File: src/rtl/uart_tx_periph.sv
// Memory-mapped 8N1 UART transmitter on the data-memory bus.
// Four registers (CTRL, STATUS, BAUD, TXDATA) in a 16-byte window that the
// block decodes itself. A small TX FIFO feeds a start/data/stop serialiser.
// The FSM latches the bit period at frame start, so BAUD writes only take
// effect at the next frame.
module uart_tx_periph #(
    parameter logic [31:0] BASE_ADDR   = 32'h3000_0000,
    parameter logic [15:0] DEFAULT_DIV = 16'd4,
    parameter int          FIFO_DEPTH  = 4
) (
    input  logic        clk,
    input  logic        rst,
    input  logic        we_i,
    input  logic [31:0] waddr_i,
    input  logic [31:0] wdata_i,
    input  logic [31:0] raddr_i,
    output logic [31:0] rdata_o,
    output logic        tx_o
);

    localparam int PW = $clog2(FIFO_DEPTH);
    localparam logic [PW:0] FULL_CNT = (PW+1)'(FIFO_DEPTH);

    localparam logic [1:0] S_IDLE  = 2'd0;
    localparam logic [1:0] S_START = 2'd1;
    localparam logic [1:0] S_DATA  = 2'd2;
    localparam logic [1:0] S_STOP  = 2'd3;

    // Register and FIFO state
    logic            en_q, en_d;
    logic [15:0]     baud_q, baud_d;
    logic            ovf_q, ovf_d;
    logic [7:0]      fifo_q [FIFO_DEPTH];
    logic [PW-1:0]   wptr_q, wptr_d;
    logic [PW-1:0]   rptr_q, rptr_d;
    logic [PW:0]     count_q, count_d;

    // Serialiser state
    logic [1:0]      state_q, state_d;
    logic [15:0]     div_q, div_d;
    logic [15:0]     cnt_q, cnt_d;
    logic [2:0]      bit_idx_q, bit_idx_d;
    logic [7:0]      shift_q, shift_d;

    // Bus decode
    logic            wsel, rsel;
    logic [1:0]      woff, roff;
    logic            wr_ctrl, wr_status, wr_baud, wr_txdata;
    logic            full, empty, busy;
    logic            pop, push_ok;

    // Address bits below word granularity and the upper data half are never used.
    logic            unused_bits;
    assign unused_bits = ^{waddr_i[1:0], raddr_i[1:0], wdata_i[31:16]};

    assign wsel      = (waddr_i[31:4] == BASE_ADDR[31:4]);
    assign rsel      = (raddr_i[31:4] == BASE_ADDR[31:4]);
    assign woff      = waddr_i[3:2];
    assign roff      = raddr_i[3:2];
    assign wr_ctrl   = we_i && wsel && (woff == 2'd0);
    assign wr_status = we_i && wsel && (woff == 2'd1);
    assign wr_baud   = we_i && wsel && (woff == 2'd2);
    assign wr_txdata = we_i && wsel && (woff == 2'd3);

    assign full  = (count_q == FULL_CNT);
    assign empty = (count_q == '0);
    assign busy  = (state_q != S_IDLE);

    // A frame starts (and the FIFO head is consumed) when IDLE sees EN with data queued.
    assign pop     = (state_q == S_IDLE) && en_q && !empty;
    // A push while full still lands if the same cycle frees a slot.
    assign push_ok = wr_txdata && (!full || pop);

    // Next-state for software-visible registers and FIFO bookkeeping
    always_comb begin
        en_d    = en_q;
        baud_d  = baud_q;
        ovf_d   = ovf_q;
        wptr_d  = wptr_q;
        rptr_d  = rptr_q;
        count_d = count_q;

        if (wr_ctrl) en_d   = wdata_i[0];
        if (wr_baud) baud_d = wdata_i[15:0];

        if (wr_txdata && full && !pop) ovf_d = 1'b1;
        // Clearing OVF wins over a same-cycle overflow: the write owns the field.
        if (wr_status && wdata_i[3])   ovf_d = 1'b0;

        if (push_ok) wptr_d = wptr_q + PW'(1);
        if (pop)     rptr_d = rptr_q + PW'(1);

        case ({push_ok, pop})
            2'b10:   count_d = count_q + (PW+1)'(1);
            2'b01:   count_d = count_q - (PW+1)'(1);
            default: count_d = count_q;
        endcase
    end

    // Serialiser FSM: each state holds for div_q cycles counted down in cnt_q
    always_comb begin
        state_d   = state_q;
        div_d     = div_q;
        cnt_d     = cnt_q;
        bit_idx_d = bit_idx_q;
        shift_d   = shift_q;

        case (state_q)
            S_IDLE: begin
                if (pop) begin
                    shift_d = fifo_q[rptr_q];
                    div_d   = (baud_q == 16'd0) ? 16'd1 : baud_q;
                    cnt_d   = div_d - 16'd1;
                    state_d = S_START;
                end
            end
            S_START: begin
                if (cnt_q == 16'd0) begin
                    cnt_d     = div_q - 16'd1;
                    bit_idx_d = 3'd0;
                    state_d   = S_DATA;
                end else begin
                    cnt_d = cnt_q - 16'd1;
                end
            end
            S_DATA: begin
                if (cnt_q == 16'd0) begin
                    cnt_d   = div_q - 16'd1;
                    shift_d = {1'b0, shift_q[7:1]};
                    if (bit_idx_q == 3'd7) begin
                        state_d = S_STOP;
                    end else begin
                        bit_idx_d = bit_idx_q + 3'd1;
                    end
                end else begin
                    cnt_d = cnt_q - 16'd1;
                end
            end
            default: begin
                if (cnt_q == 16'd0) begin
                    state_d = S_IDLE;
                end else begin
                    cnt_d = cnt_q - 16'd1;
                end
            end
        endcase
    end

    // Line level follows the registered state, so reset forces idle-high immediately
    always_comb begin
        tx_o = 1'b1;
        if (state_q == S_START)     tx_o = 1'b0;
        else if (state_q == S_DATA) tx_o = shift_q[0];
    end

    // Zero-latency register read, zero outside the window
    always_comb begin
        rdata_o = 32'd0;
        if (rsel) begin
            case (roff)
                2'd0:    rdata_o = {31'd0, en_q};
                2'd1:    rdata_o = {28'd0, ovf_q, empty, full, busy};
                2'd2:    rdata_o = {16'd0, baud_q};
                default: rdata_o = 32'd0;
            endcase
        end
    end

    // State registers with synchronous active-low reset; reset also discards the FIFO
    always_ff @(posedge clk) begin
        if (!rst) begin
            en_q      <= 1'b0;
            baud_q    <= DEFAULT_DIV;
            ovf_q     <= 1'b0;
            wptr_q    <= '0;
            rptr_q    <= '0;
            count_q   <= '0;
            state_q   <= S_IDLE;
            div_q     <= 16'd1;
            cnt_q     <= 16'd0;
            bit_idx_q <= 3'd0;
            shift_q   <= 8'd0;
        end else begin
            en_q      <= en_d;
            baud_q    <= baud_d;
            ovf_q     <= ovf_d;
            wptr_q    <= wptr_d;
            rptr_q    <= rptr_d;
            count_q   <= count_d;
            state_q   <= state_d;
            div_q     <= div_d;
            cnt_q     <= cnt_d;
            bit_idx_q <= bit_idx_d;
            shift_q   <= shift_d;
        end
    end

    // FIFO storage; validity is tracked by the pointers, so no reset is needed
    always_ff @(posedge clk) begin
        if (push_ok) fifo_q[wptr_q] <= wdata_i[7:0];
    end

endmodule

File: config.mk
export PLATFORM = sky130hd
export DESIGN_NAME = uart_tx_periph
export DESIGN_NICKNAME = d
export VERILOG_FILES = /design/src/rtl/uart_tx_periph.sv
export SDC_FILE = /design/constraint.sdc
export NUM_CORES = 1
export LEC_CHECK = 0
export CAP_MARGIN = 5
export CORE_ASPECT_RATIO = 1.2
export CORE_MARGIN = 5
export CORE_UTILIZATION = 47
export CTS_CLUSTER_DIAMETER = 120
export DETAILED_ROUTE_END_ITERATION = 10
export PLACE_DENSITY = 0.84
export SYNTH_ARGS = -nofsm -noshare
export SYNTH_HDL_FRONTEND = slang
export SYNTH_SLANG_ARGS = --single-unit
File: constraint.sdc
create_clock -name clk -period 2.2 [get_ports clk]
set_input_delay 0.22 -clock clk [delete_from_list [all_inputs] [get_ports clk]]
set_output_delay 0.22 -clock clk [all_outputs]
set_load 0.03 [all_outputs]
==> key figures, run 1 <==
Synthesis
  – Syn. warnings: 0
  – Synth top area share: around a quarter
  – Synth Instances: between 600 and 700
  – Top FF cell, synth: dfxtp_1
  – Number of synthesized flops with an enable pin: 32
  – Mapped cell area: about 6000 um^2
  – Asr flop ratio synth: 0%
  – #FFs+latches synth: 104
  – Post-synthesis cell type with the largest combined area: dfxtp_1
  – Syn_area_per_cell: 9.243 um^2
  – Post-synthesis sequential area ratio: 39.20%
  – Synth unique cells: between 70 and 80
  – Dominant cells by area after synthesis: dfxtp_1, edfxtp_1, mux2i_1

Global routing
  – Largest net degree at the start of global routing: 30
  – Number of global-route vias before repair: 5755
  – Global router's overall resource usage: 22.78%
  – Antenna violations before repair: 0
  – First-pass GRT wire length: 28.13 mm
  – Gr ovfl total: 0

Timing
  – Hold slack: 0.3596 ns
  – Fmax: 460.9 MHz
  – Final Hold Vio Count: 0
  – Slew Limit Fails: 0
  – Final setup vio count: 0
  – Final period util: 98.62%
  – Min setup slack post-route: 0.03033 ns
  – Min cycle time layout: approximately 2.2 ns
  – Rel. slew slack: 62.96%
  – Worst clock skew: 0.009697 ns
  – Fin Setup TNS: 0 ns
  – Pin slew with the least headroom to its limit: 0.5514 ns

Clock network
  – # hold bufs at CTS: 0
  – H-tree depth: 3
  – CTS root buf: clkbuf_16
  – CTS tree: done
  – Clock Path Buffers: 2
  – CTS buffer count: 9
  – Worst-skew pair later-pin latency: 0.36 ns
  – CTS Sinks: 104
  – Clk slew on worst S/H paths: 0.08 ns

Routing
  – Post-DR wirelength/cell: ~18 um
  – Iteration count of the initial detailed-routing pass: 7
  – Vias per cell: 5.828
  – DRT antenna net count: 0
  – WL final: 17.51 mm
  – DR vias: 5752
  – DRT iter0 DRCs: 410
  – Post-route DRC: 0

Finish
  – Most frequent cells in the layout: buf_4, nand2_1, dfxtp_1
  – Nets: 931
  – Layout cells sized above 1: 21.26%
  – Diode count: 0
  – Synthesis-to-finish area growth: 34.73%
  – Most common cell after layout, fill and taps aside: buf_4
  – Final non-filler cell total: slightly below 1k

Placed design
  – RD Place Congestion: 0.9762
  – Half-perimeter wire length after placement: 12.57 mm
  – Inst Count DP: 966
  – Pre-CTS setup slack: -0.3534 ns
  – Port Buf Inserts: 95

Floorplan
  – Die Wd: ~110 um
  – Die area: 15430 um^2
  – Placement Rows: 45
  – Initial core utilization: 48.16%
  – Top-Level Pins: around 130
  – Die Ht: between 100 and 150 um
  – Core area: 12720 um^2

Power and ir drop
  – Peak VDD IR: 1.262 mV
  – Flop pwr share: 22.5%
  – Internal power: roughly 5.8 mW
  – Power share of the clock group: 16.6%
  – Combinational share of power: 60.9%
  – Switch share: 44.07%
  – P per Cell Area: 1245 nW/um^2
  – Leakage: 3.169 nW
  – Switching power of the nets: 4.530 mW

Min path
  – Hold Path Class: primary input to flop
  – Min-Delay Startpoint: rst

Worst setup path
  – Data arrival, critical path: ~2.4 ns
  – Worst r2r dst: cnt_q[0]$_SDFFE_PN0P_
  – Path depth of the worst reg2reg path: 7
  – Crit path launch: baud_q[15]$_SDFFE_PN0P_
  – CP Class: flop to flop
  – CP endpoint: cnt_q[0]$_SDFFE_PN0P_
  – Required @ worst endpoint: 2.45 ns
  – Critical path peak fanout: 5
  – R2R Setup Slk: 0.03 ns
  – Startpoint class of the critical path: flop
  – Crit. End Element: flop
  – FF-to-FF Start: baud_q[15]$_SDFFE_PN0P_

Status
  – Outcome: completed

Flow run
  – Number of max-cap violations: 0
worst max-delay path, cell delays in order, from the launching register on:
cell      delay, ns
dfxtp_1        0.32
or4_4          0.58
nor4_4         0.28
buf_4          0.20
a21oi_1        0.14
a32oi_1        0.23
o221ai_1       0.15
and2_1         0.18
per-stage QoR:
step	utilization (%)	instance area, um^2	power, mW
6_report	64.89	8257	10.28
5_1_grt	64.89	8257	10.79
4_1_cts	63.52	8083	10.02
3_5_place_dp	60.30	7674	8.236
3_3_place_gp	60.30	7674	8.164
2_1_floorplan	-	6193	5.991
repair_timing:
action,CTS,global route
setup endpoints to repair,18,60
gates cloned,1,0
hold endpoints to repair,0,0
pin swaps,9,14
setup buffers,0,4
gates resized for setup,43,39
synthesized netlist by cell type, drive strengths merged, types with 5 or more instances:
master	instances
nand2	76
dfxtp	72
nor2	37
a21oi	33
mux2i	33
edfxtp	32
clkbuf	26
and2	25
buf	24
inv	22
nor2b	21
nor3	21
nor4	21
o21ai	20
a21boi	19
xnor2	18
nand3	15
ha	13
nand4	11
xor2	10
a211oi	9
mux4	8
nor4b	8
or3	8
o211a	7
a31oi	6
nor3b	5
o211ai	5
o31ai	5
power by group through the flow:
stage	sequential, mW	clock (mW)	combinational, mW
CTS	2.30	1.71	6.00
floorplan	2.34	0	3.65
detailed placement	2.34	0	5.89
finish	2.32	1.70	6.26
global placement	2.33	0	5.83
global route	2.35	1.80	6.65
cell type report:
class                           instances  area, um^2
Clock buffer                            9       225.2
Clock inverter                          7       88.84
Sequential cell                       104        2402
Fill cell                             934        4468
Timing Repair Buffer                  179        1663
Inverter                               23       87.58
Multi-Input combinational cell        501        3585
Tap cell                              164       205.2
layer usage:
metal  GRT usage, %  up-vias  part of all wire, %
li1               -     2696                    -
met1          26.02     2675                   36
met2          40.79      313                   51
met3          3.810       68                  8.2
met4          11.16        0                  4.4
met5              0        -                    0
cells by family (layout without fill, tap and decap cells):
kind of cell	Yosys count	after routing	synth area share [%]
buffers and inverters	73	218	6.064
adders and majority gates	14	14	2.981
muxes	43	43	8.697
AOI/OAI and AO/OA	131	131	14.60
xor gates and xnor gates	28	28	4.002
DFF	104	104	39.20
and+or+nand+nor	269	269	24.40
other	1	16	0.06119
state kept, by name, summed over array words and instances (netlist names), named ones only:
signal     flops
ovf_q          1
en_q           1
count_q        3
wptr_q         2
baud_q        16
rptr_q         2
state_q        2
div_q         16
shift_q        8
cnt_q         16
fifo_q        32
bit_idx_q      3
worst min-delay path by stage:
stage	cells past startpoint	to	slack (ns)
global route	3	cnt_q[2]$_SDFFE_PN0P_	0.36
global placement	2	ovf_q$_SDFFE_PP0P_	0.46
floorplan	0	fifo_q[0][0]$_DFFE_PP_	0.32
detailed placement	2	bit_idx_q[1]$_SDFFE_PN0P_	0.46
finish	2	cnt_q[7]$_SDFFE_PN0P_	0.36
CTS	3	cnt_q[2]$_SDFFE_PN0P_	0.34
Note: power is estimated with default switching activity, not from simulation.
==> run 2, diff against run 1 <==
--- a/config.mk
+++ b/config.mk
@@ -6,7 +6,7 @@
 export NUM_CORES = 1
 export LEC_CHECK = 0
 export CAP_MARGIN = 5
-export CORE_ASPECT_RATIO = 1.2
+export CORE_ASPECT_RATIO = 1.1
 export CORE_MARGIN = 5
 export CORE_UTILIZATION = 47
 export CTS_CLUSTER_DIAMETER = 120
==> key figures, run 2 (same netlist as run 1, synthesis figures left out) <==
Power and ir drop
  – Leakage: 3.085 nW
  – Peak VDD IR: 0.9366 mV
  – P per Cell Area: 1178 nW/um^2
  – Pwr Total: 9.512 mW

Timing
  – Fmax: roughly 460 MHz
  – Rel. slew slack: between 50% and 60%
  – Final period util: 98.02%
  – RSZ-0062 raised after global routing: true
  – Slew Limit Fails: 0
  – Final Hold Vio Count: 0
  – Min cycle time layout: 2.156 ns
  – Hold slack: 0.4140 ns
  – Final setup vio count: 0
  – Worst clock skew: 0.008154 ns
  – Fin Setup TNS: 0 ns
  – Pin slew with the least headroom to its limit: roughly 0.62 ns

Finish
  – Nets: about 920
  – Most frequent cells in the layout: nand2_1, buf_4, dfxtp_1
  – Layout cells sized above 1: 19.07%
  – Post-route cell area: between 8000 and 9000 um^2
  – Max FFs per register: 32
  – Diode count: 0
  – Filler Cell Count: 944
  – Synthesis-to-finish area growth: 31.81%
  – Top reg by flops: fifo_q
  – Final non-filler cell total: 970

Floorplan
  – Top-Level Pins: 132
  – Placement Rows: 43
  – Initial core utilization: 48.27%
  – Die area: between 15000 and 20000 um^2
  – Die Ht: between 100 and 150 um
  – Core area: around 13000 um^2
  – Die Wd: 118.9 um

Placed design
  – Port Buf Inserts: 95
  – Half-perimeter wire length after placement: 12.60 mm
  – RD Place Congestion: 0.9785
  – Inst Count DP: 950
  – Post-DP Area: 7585 um^2

Routing
  – WL final: about 18 mm
  – Post-route DRC: 0
  – Vias per cell: 5.957
  – DRT antenna net count: 0
  – Post-DR wirelength/cell: approximately 18 um
  – Iteration count of the initial detailed-routing pass: 5
  – DRT iter0 DRCs: 530
  – DR vias: 5778

Worst setup path
  – Required @ worst endpoint: approximately 2.5 ns
  – Max stage delay on crit path: 0.47 ns
  – Crit. End Element: flop
  – CP cell instances: or3_4 > or4_4 > o311a_1 > a211o_1 > a211oi_2 > nor2_1
  – Crit-path slowest cell: or4_4
  – Data arrival, critical path: 2.40 ns
  – CP Class: flop to flop
  – Critical path peak fanout: 4
  – Startpoint class of the critical path: flop
  – Path depth of the worst reg2reg path: 6

Global routing
  – First-pass GRT wire length: approximately 28 mm
  – Antenna violations before repair: 0
  – Gr ovfl total: 0
  – Largest net degree at the start of global routing: 44
  – Number of global-route vias before repair: around 5.5k
  – Global router's overall resource usage: 22.58%

Flow run
  – Number of max-cap violations: 0

Clock network
  – # hold bufs at CTS: 0
  – CTS tree: done
  – CTS Sinks: approximately 100
  – CTS buffer count: 9
  – Worst-skew pair later-pin latency: 0.36 ns
  – Clock Path Buffers: 2
  – Clk slew on worst S/H paths: 0.08 ns
  – CTS root buf: clkbuf_16
  – H-tree depth: 3

Min path
  – Min-Delay Path Depth: 2
  – Hold Path Class: primary input to flop

Status
  – Outcome: completed
==> run 2: changes by cell type in the layout (fill, tap and decap cells not counted), sizes merged <==
cell / previous run / this run
clkdlybuf4s15: 6 / 1
dlymetal6s2s: 7 / 4
clkdlybuf4s50: 57 / 61
dlygate4sd2: 8 / 12
buf: 101 / 91
inv: 29 / 27
clkinv: 1 / 3
==> run 2: path summary, 6_finish.rpt <==
kind	start	endpoint	slack, ns
worst min-delay path	rst	cnt_q[12]$_SDFFE_PN0P_	0.41
worst max-delay path	baud_q[8]$_SDFFE_PN0P_	cnt_q[13]$_SDFFE_PN0P_	0.04
worst max register to register	baud_q[8]$_SDFFE_PN0P_	cnt_q[13]$_SDFFE_PN0P_	0.04
worst min register to register	bit_idx_q[2]$_SDFFE_PN0P_	bit_idx_q[2]$_SDFFE_PN0P_	0.47
==> run 2: power by group <==
| part | total [mW] | leakage [nW] | switching [mW] | internal [mW] |
|---|---|---|---|---|
| logic | 5.48 | 2.06 | 3.31 | 2.17 |
| clock network | 1.70 | 0.156 | 0.868 | 0.837 |
| registers | 2.33 | 0.869 | 0.173 | 2.16 |
==> run 2: final cells by class <==
type	instances	area (um^2)	share of cell area, %
clock inverters	7	93.84	1.162
repair buffers	169	1544	19.11
multi-input cells	501	3522	43.60
well taps	157	196.4	2.432
flip-flops and latches	104	2409	29.82
inverters	23	87.58	1.084
clock buffers	9	225.2	2.788
==> run 2: repair_timing <==
item | 4_1_cts | 5_1_grt
resized for setup | 35 | 25
pin swaps | 8 | 11
setup buffers | 0 | 3
setup endpoints to repair | 14 | 24
cloned | 1 | 0
==> run 2: per-stage QoR <==
stage / worst slack (ns) / util (%)
after floorplan: 0.06662 / -
after global placement: -0.1687 / 59.74
after detailed placement: -0.2741 / 59.74
after CTS: 0.002580 / 62.80
after global routing: -0.03095 / 63.62
final: 0.04355 / 63.62
==> run 2: per-layer routing <==
metal / GRT usage, % / share of wire [%]
met5: 0 / 0
met4: 8.453 / 2.9
met3: 4.291 / 8.8
met2: 39.73 / 50
met1: 27.75 / 39
==> run 2: critical path: cells and delay by family, from the launching register on <==
family             cells  cell delay (ns)
DFF                    1             0.32
AOI/OAI and AO/OA      3             0.81
and+or+nand+nor        3             0.92
